`src/rtl/jtag_bsr_param_if.sv`:
```
`default_nettype none
// ============================================================================
// Module   : jtag_bsr_param_if
// Brief    : TAP strobes, serial data and pin/core buses of the boundary-scan
//            register, bundled for the BSR (slave) and its driver (master).
// Revision : 1.0 - initial release
// ============================================================================
interface jtag_bsr_param_if #(
  parameter int NUM_IN  = 36,
  parameter int NUM_OUT = 39
);
  localparam int CNT_W = $clog2(NUM_IN + NUM_OUT + 1);

  logic               clockdr;
  logic               shiftdr;
  logic               updatedr;
  logic [1:0]         inst;
  logic               TDI;
  logic               TDO;
  logic [NUM_IN-1:0]  pin_in;
  logic [NUM_IN-1:0]  core_in;
  logic [NUM_OUT-1:0] core_out;
  logic [NUM_OUT-1:0] pin_out;
  logic [CNT_W-1:0]   shift_cnt;

  modport master (
    output clockdr, shiftdr, updatedr, inst, TDI, pin_in, core_out,
    input  TDO, core_in, pin_out, shift_cnt
  );

  modport slave (
    input  clockdr, shiftdr, updatedr, inst, TDI, pin_in, core_out,
    output TDO, core_in, pin_out, shift_cnt
  );
endinterface
`default_nettype wire

```
`src/rtl/jtag_bsr_param.sv`:
```
`default_nettype none
// ============================================================================
// Module   : jtag_bsr_param
// Brief    : Parametrised boundary-scan chain (input cells, output cells,
//            bypass bit) with EXTEST / SAMPLE / BYPASS / INTEST muxing.
// Revision : 1.0 - initial release
// ============================================================================
module jtag_bsr_param #(
  parameter int NUM_IN     = 36,
  parameter int NUM_OUT    = 39,
  parameter bit SAFE_VALUE = 1'b0
) (
  input  logic             TCLK,
  input  logic             TRST,
  jtag_bsr_param_if.slave  bus
);

  localparam int c_len   = NUM_IN + NUM_OUT;
  localparam int c_cnt_w = $clog2(c_len + 1);
  localparam logic [c_cnt_w-1:0] c_cnt_max = c_cnt_w'(c_len);

  localparam logic [1:0] c_extest = 2'b00;
  localparam logic [1:0] c_sample = 2'b01;
  localparam logic [1:0] c_bypass = 2'b10;
  localparam logic [1:0] c_intest = 2'b11;

  // Bit 0 is in[0] (next to TDI); bit c_len-1 is out[NUM_OUT-1] (drives TDO).
  logic [c_len-1:0]   r_sh;
  logic [c_len-1:0]   r_up;
  logic               r_byp;
  logic [c_cnt_w-1:0] r_cnt;
  logic               w_byp;

  assign w_byp = (bus.inst == c_bypass);

  always_ff @(posedge TCLK or posedge TRST) begin
    if (TRST) begin
      r_sh  <= '0;
      r_up  <= '0;
      r_byp <= 1'b0;
      r_cnt <= '0;
    end else begin
      if (bus.shiftdr) begin
        if (w_byp) begin
          r_byp <= bus.TDI;
        end else begin
          r_sh <= {r_sh[c_len-2:0], bus.TDI};
          if (r_cnt != c_cnt_max) begin
            r_cnt <= r_cnt + c_cnt_w'(1);
          end
        end
      end else if (bus.clockdr) begin
        if (w_byp) begin
          r_byp <= 1'b0;
        end else begin
          r_sh  <= {bus.core_out, bus.pin_in};
          r_cnt <= '0;
        end
      end
      // Non-blocking read of r_sh gives the pre-edge contents even when shifting.
      if (bus.updatedr && !w_byp) begin
        r_up <= r_sh;
      end
    end
  end

  always_comb begin
    bus.core_in = bus.pin_in;
    bus.pin_out = bus.core_out;
    case (bus.inst)
      c_extest: bus.pin_out = r_up[c_len-1:NUM_IN];
      c_intest: begin
        bus.core_in = r_up[NUM_IN-1:0];
        bus.pin_out = {NUM_OUT{SAFE_VALUE}};
      end
      c_sample, c_bypass: begin
      end
      default: begin
      end
    endcase
  end

  assign bus.TDO       = w_byp ? r_byp : r_sh[c_len-1];
  assign bus.shift_cnt = r_cnt;

endmodule
`default_nettype wire

```
`src/flat_wrapper.sv`:
```
// flat-port wrapper written by rule: the top's interface ports become plain ports
module jtag_bsr_param_flat 
#(
  parameter int NUM_IN     = 36,
  parameter int NUM_OUT    = 39,
  parameter bit SAFE_VALUE = 1'b0
)
  (TCLK, TRST, bus_clockdr, bus_shiftdr, bus_updatedr, bus_inst, bus_TDI, bus_pin_in, bus_core_out, bus_TDO, bus_core_in, bus_pin_out, bus_shift_cnt);
  jtag_bsr_param_if #(.NUM_IN(NUM_IN), .NUM_OUT(NUM_OUT)) bus_i ();
  input  logic TCLK;
  input  logic TRST;
  input wire logic [$bits(bus_i.clockdr)-1:0] bus_clockdr;
  input wire logic [$bits(bus_i.shiftdr)-1:0] bus_shiftdr;
  input wire logic [$bits(bus_i.updatedr)-1:0] bus_updatedr;
  input wire logic [$bits(bus_i.inst)-1:0] bus_inst;
  input wire logic [$bits(bus_i.TDI)-1:0] bus_TDI;
  input wire logic [$bits(bus_i.pin_in)-1:0] bus_pin_in;
  input wire logic [$bits(bus_i.core_out)-1:0] bus_core_out;
  output wire logic [$bits(bus_i.TDO)-1:0] bus_TDO;
  output wire logic [$bits(bus_i.core_in)-1:0] bus_core_in;
  output wire logic [$bits(bus_i.pin_out)-1:0] bus_pin_out;
  output wire logic [$bits(bus_i.shift_cnt)-1:0] bus_shift_cnt;
  assign bus_i.clockdr = bus_clockdr;
  assign bus_i.shiftdr = bus_shiftdr;
  assign bus_i.updatedr = bus_updatedr;
  assign bus_i.inst = bus_inst;
  assign bus_i.TDI = bus_TDI;
  assign bus_i.pin_in = bus_pin_in;
  assign bus_i.core_out = bus_core_out;
  assign bus_TDO = bus_i.TDO;
  assign bus_core_in = bus_i.core_in;
  assign bus_pin_out = bus_i.pin_out;
  assign bus_shift_cnt = bus_i.shift_cnt;
  jtag_bsr_param #(.NUM_IN(NUM_IN), .NUM_OUT(NUM_OUT), .SAFE_VALUE(SAFE_VALUE)) u_core (.TCLK(TCLK), .TRST(TRST), .bus(bus_i));
endmodule
```
`config.mk`:
```
export PLATFORM = sky130hd
export DESIGN_NAME = jtag_bsr_param_flat
export DESIGN_NICKNAME = d
export VERILOG_FILES = /design/src/rtl/jtag_bsr_param_if.sv /design/src/rtl/jtag_bsr_param.sv /design/src/flat_wrapper.sv
export SDC_FILE = /design/constraint.sdc
export NUM_CORES = 1
export LEC_CHECK = 0
export ABC_AREA = 1
export BUFFER_PORTS_ARGS = -buffer_cell sky130_fd_sc_hd__buf_2
export CAP_MARGIN = 10
export CORE_ASPECT_RATIO = 0.5
export CORE_UTILIZATION = 55
export CTS_CLUSTER_SIZE = 16
export DETAILED_ROUTE_END_ITERATION = 6
export HOLD_SLACK_MARGIN = 0.02
export PLACE_DENSITY = 0.81
export SLEW_MARGIN = 20
export SYNTH_ARGS = -nofsm -noshare
export SYNTH_HDL_FRONTEND = slang
export SYNTH_SLANG_ARGS = --single-unit
```
`constraint.sdc`:
```
create_clock -name TCLK -period 5.3 [get_ports TCLK]
set_clock_uncertainty 0.05 [all_clocks]
set_input_delay 0.53 -clock TCLK [delete_from_list [all_inputs] [get_ports TCLK]]
set_output_delay 0.53 -clock TCLK [all_outputs]
set_load 0.01 [all_outputs]
```
==> results.toml <==
[synth]
synth_xor_xnor_area_share = 0.00114
synth.area.mux_share = 0.0515
ys_ff_latch = 158
synth_top_cell_by_area = "dfrtp_1"
synth_edf_count = 0
syn_inst = 892
synth.most_common_cell = "nand2_1"
synthSimpleGateAreaFrac = 0.160
synth_cell_types = 20
ys_warn_count = 0
synth-seq-area-share = 0.517
synthFlopType = "dfrtp_1"
yosys.area_share.adder = 0.00654
synth_fp_nets = 979
synth_top_family_by_area = "compound AO/OA/AOI/OAI gates"
synth_area_mm2 = 0.00765
synth_compound_area_frac = 0.180
async_reset_ff_frac = 1.00
ys_top_cells_by_count = "nand2_1 (251), dfrtp_1 (158), o21ai_1 (158)"
synth.avg_cell_area_um2 = 8.58
synth_area_leaders = "dfrtp_1 (52%), nand2_1 (12%), o21ai_1 (10%)"
synth_top_area_frac = 0.517

[clock_tree]
clock-sinks = 158
clock_path_buffers = 2
cts_hold_buf = 0
clk_transition_reported_paths_ps = 70
post_cts.repair.setup_buffers = 0
clkLatencyLatePin_ps = 410
cts_resized = 0
numCtsBuffers = 17
cts-root-buf = "clkbuf_16"
cts_max_level = 4
cts_tree = "yes"

[sta]
grt_setup_unrepaired = "false"
fin_crit_sh = 0.536
max_freq_mhz = 352
setup_ws_ps = 2460
tightestPinTransition_ps = 910
slew_viol_final = 0
setup_viol = 0
relSlewSlack = 0.394
finalSetupTns_ps = 0
hold_ws_ps = 209
min_period_ps = 2840
finalHoldViolCount = 0

[run]
cap_violations = 0

[grt]
met1_usage = 0.336
grt_antenna_before_repair = 0
grt_max_degree = 153
grt_first_pass_wirelength_mm = 28.9
grt.busiest_layer = "met2"
grt_usage = 0.250
gr-total-overflow = 0
grtUsageMet3 = 0.0424
grt_pass1_vias = 6010
gr-usage-met2 = 0.420

[pwr]
clkPwrFrac = 0.376
p_comb_frac = 0.184
power.switching_uw = 982
power.internal_mw = 2.40
powerDensity_mw_per_mm2 = 371
p_leak_nw = 4.54
seqPwrFrac = 0.440
switching_share = 0.290
vdd_drop_max_uv = 193

[detailed_routing]
drc = 0
wl_mm = 16.9
drtIter0Drc = 501
routed_via_density = 5.33
final_antenna_net_count = 0
drtPass1Iterations = 5
routedWlPerCell_um = 13.8
via_count = 6512

[floorplanning]
start_util = 0.565
die_height_um = 85.4
rows = 30
die_area_mm2 = 0.0144
die_w_um = 169
boundaryPins = 166
coreArea_mm2 = 0.0136

[run_status]
outcome = "completed"

[cells_and_area]
drive_gt1_frac = 0.239
num_antenna_cells = 0
num-nets-final = 1104
syn_to_final_growth_pct = 18.9

[place]
dp_slack_ps = 2480
port_buffers = 165
dp_hpwl_mm = 10.5
gp_congestion = 0.838

[worst_setup_path]
crit_arrival_ps = 2260
crit_chain = "buf_2, inv_1, ha_1, buf_4, inv_2, nand3_1, nand2_1, buf_2"
cpPeakStageDelay_ps = 570
critPathCaptureType = "primary output"
critPathRequiredTime_ps = 4720
startpoint_type = "input pin"
crit_slowest_cell = "inv_2"
crit_top_cell = "buf_2"
critical_path_class = "input pin to primary output"
crit_fanout = 40

[hold_path]
hold_class = "input pin to asynchronous set/reset pin"
==> stage by stage <==
stage	util	area [um^2]	cells	total power [mW]
after floorplan	-	7650	892	1.93
after detailed placement	0.625	8470	1190	2.13
after global routing	0.671	9100	1222	3.57
final	0.671	9100	1222	3.38
after CTS	0.671	9090	1222	3.40
after global placement	0.625	8470	1190	2.10
==> worst max-delay path: cells and delay by family <==
kind	cells	cell delay, ps
fa+ha+maj	1	290
simple gates	2	320
buf+inv	5	1100
==> path summary, 6_finish.rpt <==
kind | depth (start not counted) | end | slack, ps | from
min in group TCLK | 3 | u_core.r_sh[35] | 340 | bus_pin_in[35]
setup reg to reg | 6 | u_core.bus.shift_cnt[3] | 3870 | u_core.bus.shift_cnt[0]
hold reg to reg | 2 | u_core.r_up[4] | 440 | u_core.r_up[4]
hold / removal | 2 | u_core.r_up[28] | 210 | TRST
setup / recovery | 8 | bus_pin_out[22] | 2460 | bus_inst[0]
max in group asynchronous | 3 | u_core.r_up[26] | 3950 | TRST
==> power by group through the flow <==
stage / Clock (mW) / Combinational [mW] / Sequential [mW]
after floorplan: 0 / 0.451 / 1.48
after global placement: 0 / 0.600 / 1.50
after detailed placement: 0 / 0.621 / 1.51
after CTS: 1.29 / 0.627 / 1.49
after global routing: 1.35 / 0.711 / 1.51
final: 1.27 / 0.620 / 1.49
==> kinds of logic (layout without fill, tap and decap cells) <==
family | Yosys count | in the layout
AND/OR/NAND/NOR | 306 | 306
AO/OA/AOI/OAI | 238 | 238
flip-flops | 158 | 158
buffers and inverters | 150 | 288
multiplexers | 35 | 35
adder cells (fa/ha/maj) | 4 | 4
XOR/XNOR | 1 | 1
==> registers in the layout, summed over array words and instances, names as in the netlist <==
name / count
u_core.r_sh: 75
u_core.r_up: 75
u_core.bus.shift_cnt: 7
u_core.r_byp: 1
==> cell usage in the layout, fill, tap and decap left out, types with 2 or more instances in the layout <==
cell type | Yosys | final
nand2_1 | 251 | 251
buf_2 | 12 | 164
o21ai_1 | 158 | 158
dfrtp_1 | 158 | 158
inv_1 | 83 | 82
o211ai_1 | 74 | 74
nand3_1 | 46 | 46
mux2_2 | 35 | 35
clkbuf_16 | 0 | 17
clkinv_4 | 0 | 6
buf_4 | 18 | 6
nor2_1 | 5 | 5
o21ai_0 | 4 | 4
ha_1 | 4 | 3
bufinv_16 | 0 | 3
inv_6 | 0 | 3
inv_2 | 2 | 2
o21bai_1 | 2 | 2
==> layout make-up <==
type / instances / area [um^2]
fillers: 1107 / 4450
flip-flops and latches: 158 / 3950
multi-input cells: 584 / 3070
repair buffers: 171 / 886
clock buffers: 18 / 439
inverters: 85 / 327
well taps: 192 / 240
clock inverters: 14 / 181
==> per-layer routing <==
metal	up-vias	part of all wire	wire length, um
met5	-	0	0
met4	0	0.015	246
met3	27	0.033	560
met2	151	0.49	8270
met1	3097	0.46	7810
li1	3237	-	-
(Power assumes the default switching activity.)
